**src/rtl/multi_shape_processor.sv**
```systemverilog
// multi_shape_processor
// NUM_CHANNELS independent control SFRs (shape + operation) behind a single
// addressed read/write port. Each channel has a busy window after every
// accepted write. Reads and error pulses are registered.
// Optional feature macro: SHAPE_PROC_ERR_CNT_EN adds an 8-bit saturating
// reject counter, returned in read_data[31:24] and cleared by every valid read.
module multi_shape_processor #(
  parameter int  NUM_CHANNELS = 4,
  parameter int  BUSY_CYCLES  = 3,
  localparam int ADDR_W       = (NUM_CHANNELS > 1) ? $clog2(NUM_CHANNELS) : 1
) (
  input  logic                    clk,
  input  logic                    rst,
  input  logic                    write,
  input  logic [ADDR_W-1:0]       addr,
  input  logic [31:0]             write_data,
  input  logic                    read,
  output logic [31:0]             read_data,
  output logic                    read_valid,
  output logic                    error,
  output logic [NUM_CHANNELS-1:0] busy
);

  localparam logic [ADDR_W:0] NUM_CH_W  = NUM_CHANNELS[ADDR_W:0];
  localparam logic [7:0]      BUSY_LOAD = BUSY_CYCLES[7:0];

  logic [1:0]  shape_q [NUM_CHANNELS];
  logic [1:0]  shape_d [NUM_CHANNELS];
  logic [5:0]  op_q    [NUM_CHANNELS];
  logic [5:0]  op_d    [NUM_CHANNELS];
  logic [7:0]  cnt_q   [NUM_CHANNELS];
  logic [7:0]  cnt_d   [NUM_CHANNELS];

  logic [31:0] read_data_q, read_data_d;
  logic        read_valid_q, read_valid_d;
  logic        error_q, error_d;

`ifdef SHAPE_PROC_ERR_CNT_EN
  logic [7:0]  err_cnt_q, err_cnt_d;
  logic [7:0]  err_base;
  logic [8:0]  err_sum;
`endif

  logic        addr_ok;
  logic [1:0]  cur_shape, new_shape;
  logic [5:0]  cur_op, new_op;
  logic        cur_busy;
  logic        combo_legal;
  logic        wr_accept, wr_reject, rd_bad;

  // Only [17:16] and [5:0] of write_data carry fields.
  logic        unused_wdata_bits;
  assign unused_wdata_bits = ^{write_data[31:18], write_data[15:6]};

  function automatic logic shape_legal(input logic [1:0] s);
    return (s == 2'b01) || (s == 2'b10);
  endfunction

  function automatic logic op_legal(input logic [5:0] o);
    logic ok;
    case (o[5:4])
      2'b00:   ok = (o[3:0] <= 4'd1);
      2'b01:   ok = (o[3:0] == 4'd0);
      2'b10:   ok = (o[3:0] <= 4'd1);
      default: ok = 1'b0;
    endcase
    return ok;
  endfunction

  // Decode the addressed channel, resolve the keep rule and judge the request
  always_comb begin
    addr_ok   = ({1'b0, addr} < NUM_CH_W);
    cur_shape = 2'b01;
    cur_op    = 6'd0;
    cur_busy  = 1'b0;
    if (addr_ok) begin
      cur_shape = shape_q[addr];
      cur_op    = op_q[addr];
      cur_busy  = (cnt_q[addr] != 8'd0);
    end
    new_shape   = (write_data[17:16] == 2'b11)  ? cur_shape : write_data[17:16];
    new_op      = (write_data[5:0]   == 6'h3F)  ? cur_op    : write_data[5:0];
    combo_legal = shape_legal(new_shape) && op_legal(new_op) &&
                  ((new_op[5:4] == 2'b00) || (new_op[5:4] == new_shape));
    wr_accept   = write && addr_ok && !cur_busy && combo_legal;
    wr_reject   = write && !wr_accept;
    rd_bad      = read && !addr_ok;
  end

  // Per-channel SFR update and busy countdown
  always_comb begin
    for (int ch = 0; ch < NUM_CHANNELS; ch++) begin
      shape_d[ch] = shape_q[ch];
      op_d[ch]    = op_q[ch];
      cnt_d[ch]   = (cnt_q[ch] != 8'd0) ? cnt_q[ch] - 8'd1 : 8'd0;
      if (wr_accept && (addr == ADDR_W'(ch))) begin
        shape_d[ch] = new_shape;
        op_d[ch]    = new_op;
        cnt_d[ch]   = BUSY_LOAD;
      end
    end
  end

  // Registered read result and error pulse; read sees pre-write state
  always_comb begin
    read_valid_d = read;
    error_d      = wr_reject || rd_bad;
    read_data_d  = read_data_q;
    if (read) begin
      read_data_d = 32'd0;
      if (addr_ok) begin
        read_data_d[17:16] = cur_shape;
        read_data_d[8]     = cur_busy;
        read_data_d[5:0]   = cur_op;
`ifdef SHAPE_PROC_ERR_CNT_EN
        read_data_d[31:24] = err_cnt_q;
`endif
      end
    end
  end

`ifdef SHAPE_PROC_ERR_CNT_EN
  // Reject counter: a valid read clears it before this cycle's rejects are added
  always_comb begin
    err_base  = (read && addr_ok) ? 8'd0 : err_cnt_q;
    err_sum   = {1'b0, err_base} + {8'd0, wr_reject} + {8'd0, rd_bad};
    err_cnt_d = err_sum[8] ? 8'hFF : err_sum[7:0];
  end
`endif

  // Busy flags follow the countdown directly
  always_comb begin
    for (int ch = 0; ch < NUM_CHANNELS; ch++) begin
      busy[ch] = (cnt_q[ch] != 8'd0);
    end
  end

  assign read_data  = read_data_q;
  assign read_valid = read_valid_q;
  assign error      = error_q;

  // State registers with asynchronous reset
  always_ff @(posedge clk or posedge rst) begin
    if (rst) begin
      for (int ch = 0; ch < NUM_CHANNELS; ch++) begin
        shape_q[ch] <= 2'b01;
        op_q[ch]    <= 6'd0;
        cnt_q[ch]   <= 8'd0;
      end
      read_data_q  <= 32'd0;
      read_valid_q <= 1'b0;
      error_q      <= 1'b0;
`ifdef SHAPE_PROC_ERR_CNT_EN
      err_cnt_q    <= 8'd0;
`endif
    end else begin
      shape_q      <= shape_d;
      op_q         <= op_d;
      cnt_q        <= cnt_d;
      read_data_q  <= read_data_d;
      read_valid_q <= read_valid_d;
      error_q      <= error_d;
`ifdef SHAPE_PROC_ERR_CNT_EN
      err_cnt_q    <= err_cnt_d;
`endif
    end
  end

endmodule

```
**config.mk**
```make
export PLATFORM = sky130hd
export DESIGN_NAME = multi_shape_processor
export DESIGN_NICKNAME = d
export VERILOG_FILES = /design/src/rtl/multi_shape_processor.sv
export SDC_FILE = /design/constraint.sdc
export NUM_CORES = 1
export LEC_CHECK = 0
export CORE_MARGIN = 1.5
export CORE_UTILIZATION = 40
export CTS_CLUSTER_SIZE = 10
export DETAILED_ROUTE_END_ITERATION = 7
export HOLD_SLACK_MARGIN = 0.05
export PLACE_DENSITY = 0.63
export SKIP_LAST_GASP = 1
export SLEW_MARGIN = 30
export SYNTH_ARGS = -nofsm -noshare
export SYNTH_HDL_FRONTEND = slang
export SYNTH_SLANG_ARGS = --single-unit
```
**constraint.sdc**
```tcl
create_clock -name clk -period 4.7 [get_ports clk]
set_input_delay 0.47 -clock clk [delete_from_list [all_inputs] [get_ports clk]]
set_output_delay 0.47 -clock clk [all_outputs]
set_load 0.01 [all_outputs]
```
==> results of run 1 <==
## worst reg2reg max path, delay by kind of cell, from the launching register on
family | cells | cell delay (ns)
AND/OR/NAND/NOR | 1 | 0.53
multiplexers | 2 | 0.70
AO/OA/AOI/OAI | 2 | 0.71
flip-flops | 1 | 0.39
buffers and inverters | 1 | 0.30
## worst min path at each step
stage / startpoint / to / slack, ns
global placement: read_data[16]$_DFFE_PP0P_ / read_data[16]$_DFFE_PP0P_ / 0.47
detailed placement: read_data[16]$_DFFE_PP0P_ / read_data[16]$_DFFE_PP0P_ / 0.47
finish: read_data[16]$_DFFE_PP0P_ / read_data[16]$_DFFE_PP0P_ / 0.49
global route: read_data[16]$_DFFE_PP0P_ / read_data[16]$_DFFE_PP0P_ / 0.52
CTS: read_data[16]$_DFFE_PP0P_ / read_data[16]$_DFFE_PP0P_ / 0.49
floorplan: op_q[7]$_DFFE_PP0P_ / op_q[7]$_DFFE_PP0P_ / 0.46
## final cells by class
cell class | instances | area (µm²) | area share (%)
multi-input combinational | 206 | 1770 | 39.1
timing repair buffer | 37 | 348 | 7.71
clock buffer | 9 | 124 | 2.74
inverter | 31 | 116 | 2.58
clock inverter | 7 | 116 | 2.58
tap | 129 | 161 | 3.58
sequential | 75 | 1880 | 41.7
## cell usage in the layout (no fill, tap or decap), types with 9 or more instances in the layout
| cell type | instances |
|---|---|
| clkbuf_8 | 9 |
| dfrtp_1 | 71 |
| inv_1 | 26 |
| buf_4 | 9 |
| mux2i_1 | 13 |
| nor3_1 | 29 |
| clkdlybuf4s50_1 | 28 |
| xnor2_1 | 19 |
| conb_1 | 23 |
| nor2b_1 | 13 |
## registers in the layout, indices dropped and copies added, names as in the netlist
name / count
error: 1
shape_q: 8
read_valid: 1
read_data: 9
cnt_q: 32
op_q: 24
## metal layers
metal  part of all wire, %  vias to the layer above  routed length, µm  track usage, %
met5                     0                        -                  0               0
met4                   1.1                        0                 83            4.74
met3                   4.4                        9                320            4.24
met2                    47                       55               3410            24.5
met1                    48                     1253               3500            20.9
li1                      -                     1169                  -               -
## power by group through the flow
stage	registers, µW	logic, µW	clock network, µW
global route	873	263	635
global placement	864	225	0
finish	858	232	588
detailed placement	869	233	0
CTS	857	236	607
floorplan	844	200	0
## logic make-up (layout without fill, tap and decap cells)
logic type | count (synthesis) | in the layout | share of synthesized area [%]
compound gates | 30 | 30 | 6.65
xor+xnor | 23 | 23 | 5.12
fa+ha+maj | 8 | 8 | 2.55
buf+inv | 62 | 84 | 9.29
flops | 75 | 75 | 47.9
mux | 36 | 36 | 12.7
other cells | 1 | 23 | 0.0954
simple gates | 86 | 86 | 15.8
## stage by stage
step,setup slack (ns),instances,power [µW],cell area [µm²],util (%)
floorplan,2.09,343,1040,4010,-
global placement,0.766,478,1090,4270,45.6
detailed placement,0.702,478,1100,4270,45.6
CTS,1.09,494,1700,4510,48.2
global route,0.969,494,1770,4510,48.2
finish,1.19,494,1680,4510,48.2
==> results.toml, run 1 <==
[run_status]
outcome = "complete, no violations"

[clock_network]
cts.repair.resized = 0
cts_tree = "done"
h-tree-depth = 3
clkSlewWorstSetupHoldPaths_ns = 0.08
cts_root_buffer = "clkbuf_8"
post_cts_buffers = 0
ctsHoldBuffers = 0
clk_path_buf_depth = 2
cts_buffers = 9
clk_latency_ns = 0.35
clkSinkCount = 75

[synthesis]
postSynthCellCount = 321
synthMostInstantiatedCell = "dfrtp_1"
synth_seq_cells = 75
yosysTopAreaCellShare_pct = 45.2
synth_edf_count = 0
synthTopCellsByArea = "dfrtp_1 (45%), buf_4 (4.4%), xnor2_1 (4.2%)"
synth.largest_area_cell = "dfrtp_1"
ys_seq_area_share_pct = 47.9
netlist-cell-type-count = 45
synth_common_cells = "dfrtp_1 (71), nor3_1 (29), inv_1 (27), buf_4 (23), xnor2_1 (19)"
syn_area_um2 = 3930
synth_top_flop_cell = "dfrtp_1"
ys_warn_count = 0
syn_avg_cell_area_um2 = 12.2
synthArstFlopShare_pct = 100

[detailed_routing]
ant_nets = 0
wl_per_cell_um = 14.8
vias = 2486
finalWirelength_um = 7320
drt_iter0_markers = 102
drc_errors = 0
vias_per_cell = 5.03
dr.pass1.iters = 4

[floorplan]
die-area_um2 = 10400
die_height_um = 102
coreArea_um2 = 9370
io_pins = 76
num_rows = 35
dieWidth_um = 102
initial_core_util_pct = 41.9

[critical_path]
regToRegEndpoint = "op_q[12]$_DFFE_PP0P_"
arrival_ns = 3.79
path_delay_family = "buffers and inverters"
rr_worst_depth = 6
required_ns = 4.98
r2r_setup_slack_ns = 1.99
endpoint_kind = "register"
critical_path.startpoint = "addr[0]"
critical_path_buf_inv_count = 2
crit_fanout = 13
r2r-start = "op_q[6]$_DFFE_PP0P_"
max_stage_delay_ns = 0.94
slowest_stage = "clkdlybuf4s50_1"
cp-start-kind = "input pin"
critical_path.endpoint = "op_q[12]$_DFFE_PP0P_"
critical_path_class = "in -> reg"
crit_cells = 7
path_cells = "clkdlybuf4s50_1 > mux4_2 > o31ai_2 > a21oi_2 > nor4_4 > buf_4 > mux2i_1"

[timing]
max_freq_ghz = 0.285
fin_hold_ws_ns = 0.488
fin_tns_setup_ns = 0
final_max_slew_viol_count = 0
finalCritPeriodShare_pct = 74.7
skew_ns = 0.00860
hold_viol = 0
slew_headroom_pct = 44.3
tightest_slew_ns = 0.831
setup_viol = 0
rsz0062_at_grt = "no"
min_period_ns = 3.51

[pwr]
ir_worst_vdd_uv = 159
cellPowerDensity_nw_per_um2 = 372
pwr-share-comb_pct = 13.8
p_leak_uw = 0.00187
p_seq_share_pct = 51.1
netSwitchingPower_uw = 462
p_int_uw = 1220
switching_share_pct = 27.5
p_clk_share_pct = 35.0

[layout]
diodes = 0
drive_above_1_share_pct = 19.7
area_delta_synth_final_pct = 14.8
nets = 406
nFillCells = 857

[global_routing]
first_global_vias = 2543
grt_max_degree = 42
grt_usage_pct = 15.5
antenna_found_initial = 0
grt.overflow.total = 0
grt_pass1_wl_um = 12400

[placement]
hpwl_um = 5160
io_buffers = 28
place_congestion = 0.765

[flow_run]
max-cap-violations = 0

[hold_path]
worstHoldPathType = "reg -> reg"
hold_depth = 1
Note: power is estimated with default switching activity, not from simulation.
==> inputs of run 2 (changes only) <==
==> constraint.sdc (replaced) <==
create_clock -name clk -period 3.5 [get_ports clk]
set_input_delay 0.35 -clock clk [delete_from_list [all_inputs] [get_ports clk]]
set_output_delay 0.35 -clock clk [all_outputs]
set_load 0.01 [all_outputs]
==> run 2 against run 1 <==
Register-to-register slack got worse by 1.1 ns. Clock skew is 0.00056 ns higher. First-iteration DRC count unchanged. Global-route usage grew 0.40 points. Sequential power rose by 34%. Setup slack got worse by 0.55 ns. Worst hold slack worse by 0.049 ns. Utilization grew 1.3 points. Clock power is 28% higher. Critical path type unchanged. Largest power group unchanged.
==> results.toml, run 2 (same netlist as run 1, synthesis figures left out) <==
[timing]
rsz0062_at_grt = "no"
tightest_slew_ns = 0.692
setup_viol = 0
hold_viol = 0
fin_tns_setup_ns = 0
max_freq_ghz = 0.349
slew_headroom_pct = 53.8
final_max_slew_viol_count = 0
skew_ns = 0.00916
min_period_ns = 2.86
finalCritPeriodShare_pct = 81.8
fin_hold_ws_ns = 0.439

[clock_network]
cts_buffers = 9
post_cts_buffers = 0
cts.repair.resized = 0
clk_path_buf_depth = 2
cts_root_buffer = "clkbuf_8"
clkSlewWorstSetupHoldPaths_ns = 0.07
clkSinkCount = 75
ctsHoldBuffers = 0
clk_latency_ns = 0.34
cts_tree = "done"
h-tree-depth = 3

[detailed_routing]
dr.pass1.iters = 4
vias = 2495
vias_per_cell = 4.91
wl_per_cell_um = 14.5
drc_errors = 0
finalWirelength_um = 7340
drt_iter0_markers = 102
ant_nets = 0

[critical_path]
rr_worst_depth = 7
regToRegEndpoint = "op_q[6]$_DFFE_PP0P_"
max_stage_delay_ns = 0.83
r2r-start = "cnt_q[10]$_DFF_PP0_"
slowest_stage = "clkdlybuf4s50_1"
endpoint_kind = "register"
critical_path_buf_inv_count = 2
path_cells = "clkdlybuf4s50_1 > mux4_2 > o31ai_4 > a31oi_4 > nor4_4 > buf_4 > mux2_4"
arrival_ns = 3.13
crit_fanout = 11
critical_path_class = "in -> reg"
path_delay_family = "buffers and inverters"
cp-start-kind = "input pin"
r2r_setup_slack_ns = 0.91
required_ns = 3.77

[layout]
diodes = 0
largest_reg_flops = 32
most-common-layout-cells = "dfrtp_1 (71), nor3_1 (29), clkdlybuf4s50_1 (28)"
nFillCells = 856
area_delta_synth_final_pct = 17.8
regMostFlops = "cnt_q"
multi_input_area_um2 = 1770
nets = 420
layout_commonest_cell = "dfrtp_1"
drive_above_1_share_pct = 22.4
final_cells = 508
regArea_um2 = 1880

[placement]
dpl.cell_count = 492
io_buffers = 28
hpwl_um = 5270
place_congestion = 0.761

[global_routing]
grt_usage_pct = 15.9
grt.overflow.total = 0
first_global_vias = 2557
grt_max_degree = 35
antenna_found_initial = 0
grt_pass1_wl_um = 12800

[hold_path]
worstHoldPathType = "in -> async"

[pwr]
cellPowerDensity_nw_per_um2 = 481
p_leak_uw = 0.00194
power_uw = 2230
ir_worst_vdd_uv = 173

[floorplan]
dieWidth_um = 102
coreArea_um2 = 9370
num_rows = 35
die-area_um2 = 10400
die_height_um = 102
io_pins = 76
initial_core_util_pct = 41.9

[flow_run]
max-cap-violations = 0

[run_status]
outcome = "complete, no violations"
[run 2: worst max path at each step]
stage	slack [ns]	cells after the start	from	to
4_1_cts	0.60	9	addr[1]	shape_q[6]$_DFFE_PP1P_
5_1_grt	0.47	8	addr[1]	op_q[6]$_DFFE_PP0P_
6_report	0.64	7	addr[1]	shape_q[6]$_DFFE_PP1P_
2_1_floorplan	1.01	7	addr[0]	shape_q[1]$_DFFE_PP0P_
3_5_place_dp	0.25	9	addr[1]	shape_q[6]$_DFFE_PP1P_
3_3_place_gp	0.22	9	addr[1]	shape_q[6]$_DFFE_PP1P_
[run 2: cell type report]
| class | count | area share [%] |
|---|---|---|
| Sequential cell | 75 | 40.6 |
| Multi-Input combinational cell | 206 | 38.1 |
| Timing Repair Buffer | 51 | 10.3 |
| Tap cell | 129 | 3.48 |
| Clock buffer | 12 | 3.35 |
| Inverter | 31 | 2.51 |
| Clock inverter | 4 | 1.57 |
[run 2: where the power goes]
group / internal (µW) / leakage [µW] / switching [µW] / total, µW
registers: 1010 / 0.000850 / 145 / 1150
clock network: 440 / 0.000113 / 315 / 755
logic: 160 / 0.000982 / 159 / 319
[run 2: metrics by stage]
stage                     util [%]  cell area [µm²]  setup WS [ns]
after floorplan                  -             4010           1.01
after global placement        47.0             4400          0.222
after detailed placement      47.0             4400          0.250
after CTS                     49.4             4630          0.605
after global routing          49.4             4630          0.475
final                         49.4             4630          0.636
[run 2: worst register-to-register path: cells and delay by family (launching register included)]
family	cells	cell delay [ns]
flops	1	0.42
mux	1	0.21
buf+inv	2	0.42
simple gates	3	1.27
compound gates	1	0.22
[run 2: routing by layer]
| layer | up-vias | GRT usage (%) | routed length (µm) | part of all wire (%) |
|---|---|---|---|---|
| met2 | 59 | 25.2 | 3420 | 47 |
| met5 | - | 0 | 0 | 0 |
| met4 | 0 | 5.37 | 97 | 1.3 |
| li1 | 1194 | - | - | - |
| met1 | 1233 | 22.3 | 3570 | 49 |
| met3 | 9 | 2.74 | 256 | 3.5 |
==> inputs of run 3 (changes only) <==
--- a/config.mk
+++ b/config.mk
@@ -10,7 +10,7 @@
 export CTS_CLUSTER_SIZE = 10
 export DETAILED_ROUTE_END_ITERATION = 7
 export HOLD_SLACK_MARGIN = 0.05
-export PLACE_DENSITY = 0.63
+export PLACE_DENSITY = 0.66
 export SKIP_LAST_GASP = 1
 export SLEW_MARGIN = 30
 export SYNTH_ARGS = -nofsm -noshare
==> constraint.sdc (replaced) <==
create_clock -name clk -period 2.3 [get_ports clk]
set_input_delay 0.23 -clock clk [delete_from_list [all_inputs] [get_ports clk]]
set_output_delay 0.23 -clock clk [all_outputs]
set_load 0.01 [all_outputs]
==> run 3 against run 2 <==
The flow now finishes with violations (setup timing). Combinational power grew to 2.8 times the previous value. Sequential power is 51% higher. Flip-flop and latch count is the same. Critical path type is now reg -> reg. Highest routed layer unchanged.
==> results.toml, run 3 (same netlist as run 1, synthesis figures left out) <==
[pwr]
ir_worst_vdd_uv = 352
netSwitchingPower_uw = 1110
switching_share_pct = 30.5
p_int_uw = 2530
p_clk_share_pct = 27.5
pwr-share-comb_pct = 24.9
p_seq_share_pct = 47.6
cellPowerDensity_nw_per_um2 = 692
p_leak_uw = 0.00235

[floorplan]
dieWidth_um = 102
coreArea_um2 = 9370
num_rows = 35
die_height_um = 102
initial_core_util_pct = 41.9
die-area_um2 = 10400
io_pins = 76

[timing]
skew_ns = 0.00918
max_freq_ghz = 0.421
finalCritPeriodShare_pct = 103
setup_viol = 14
rsz0062_at_grt = "yes"
final_max_slew_viol_count = 0
hold_viol = 0
slew_headroom_pct = 58.9
min_period_ns = 2.38
tightest_slew_ns = 0.614
setup_ws_ns = -0.0765
fin_tns_setup_ns = -0.355

[clock_network]
cts_root_buffer = "clkbuf_8"
clk_path_buf_depth = 2
clk_latency_ns = 0.36
cts_tree = "done"
h-tree-depth = 3
clkSlewWorstSetupHoldPaths_ns = 0.08
clkSinkCount = 75
cts_buffers = 9

[layout]
most-common-layout-cells = "dfrtp_1 (71), buf_4 (71), inv_1 (26)"
largest_reg_flops = 32
regMostFlops = "cnt_q"
drive_above_1_share_pct = 40.1
diodes = 0
area_delta_synth_final_pct = 34.1
nets = 480
final_cells = 568
design_area_um2 = 5270

[detailed_routing]
ant_nets = 0
vias = 2821
drc_errors = 0
vias_per_cell = 4.97
dr.pass1.iters = 6
drt_iter0_markers = 114
wl_per_cell_um = 15.4
finalWirelength_um = 8720

[critical_path]
critical_path_class = "reg -> reg"
crit_fanout = 5
required_ns = 2.54
endpoint_kind = "register"
arrival_ns = 2.62
cp-start-kind = "register"

[global_routing]
use_met1_pct = 23.4
grt_pass1_wl_um = 14200
grtUsageMet3_pct = 3.76
first_global_vias = 2848
grt_use_met2_pct = 28.7
grt_max_degree = 76
grt_usage_pct = 18.0
grt.overflow.total = 0
antenna_found_initial = 0
grt-busiest-layer = "met2"

[placement]
io_buffers = 28
placed_area_um2 = 4820
pre_cts_slack_ns = -0.665
hpwl_um = 5960
dpl.cell_count = 540
place_congestion = 0.854

[run_status]
outcome = "finished with violations"
violations = "setup timing"

[flow_run]
max-cap-violations = 0

[hold_path]
worstHoldPathType = "in -> async"
run 3: changes by cell type in the layout (fill, tap and decap cells not counted), sizes merged:
cell	change
clkinvlp	+1
buf	+61
clkdlybuf4s50	-5
dlygate4sd2	+1
clkinv	+3
bufinv	-1
run 3: stage by stage:
stage	hold WS (ns)	power (µW)	utilization, %
after floorplan	0.261	2150	-
after global placement	0.479	2470	51.4
after detailed placement	0.487	2500	51.4
after CTS	0.277	3590	54.8
after global routing	0.310	3850	56.2
final	0.267	3650	56.2
run 3: per-layer routing:
metal	share of wire, %	routed length, µm	vias to the layer above
met5	0	0	-
li1	-	-	1313
met1	45	3910	1421
met2	49	4280	67
met4	2.4	211	0
met3	3.8	331	20
run 3: worst paths after layout:
kind | startpoint | slack, ns | depth (start not counted) | to
setup / recovery | op_q[1]$_DFFE_PP0P_ | -0.08 | 7 | shape_q[3]$_DFFE_PP0P_
hold / removal | rst | 0.27 | 3 | op_q[22]$_DFFE_PP0P_
setup reg to reg | op_q[1]$_DFFE_PP0P_ | -0.08 | 7 | shape_q[3]$_DFFE_PP0P_
hold reg to reg | op_q[15]$_DFFE_PP0P_ | 0.51 | 1 | op_q[15]$_DFFE_PP0P_
max in group asynchronous | rst | 1.67 | 3 | shape_q[6]$_DFFE_PP1P_
min in group clk | op_q[15]$_DFFE_PP0P_ | 0.51 | 1 | op_q[15]$_DFFE_PP0P_
run 3: final cells by class:
class	instances	area, µm²
well taps	129	161
multi-input cells	206	1950
inverters	31	116
clock inverters	7	68.8
flip-flops and latches	75	1880
repair buffers	111	966
clock buffers	9	124
fillers	800	4100
run 3: power groups by stage:
| stage | clock, µW | combinational (µW) | sequential, µW |
|---|---|---|---|
| 4_1_cts | 1030 | 831 | 1730 |
| 2_1_floorplan | 0 | 414 | 1730 |
| 3_3_place_gp | 0 | 760 | 1710 |
| 5_1_grt | 1090 | 993 | 1770 |
| 3_5_place_dp | 0 | 788 | 1720 |
| 6_report | 1000 | 906 | 1740 |
run 3: repair_timing:
action,in CTS,in global routing
setup buffers,6,6
endpoints found under the setup margin,61,52
pin swaps,4,11
resized for setup,24,27
hold endpoints to repair,0,0
hold buffers,0,0
run 3: critical path, cell delays in order (launching register included):
cell and delay (ns):
dfrtp_1 0.38, mux4_2 0.50, o31ai_1 0.20, buf_4 0.15
nand4_4 0.20, nor4_4 0.32, buf_4 0.19, mux2_4 0.30
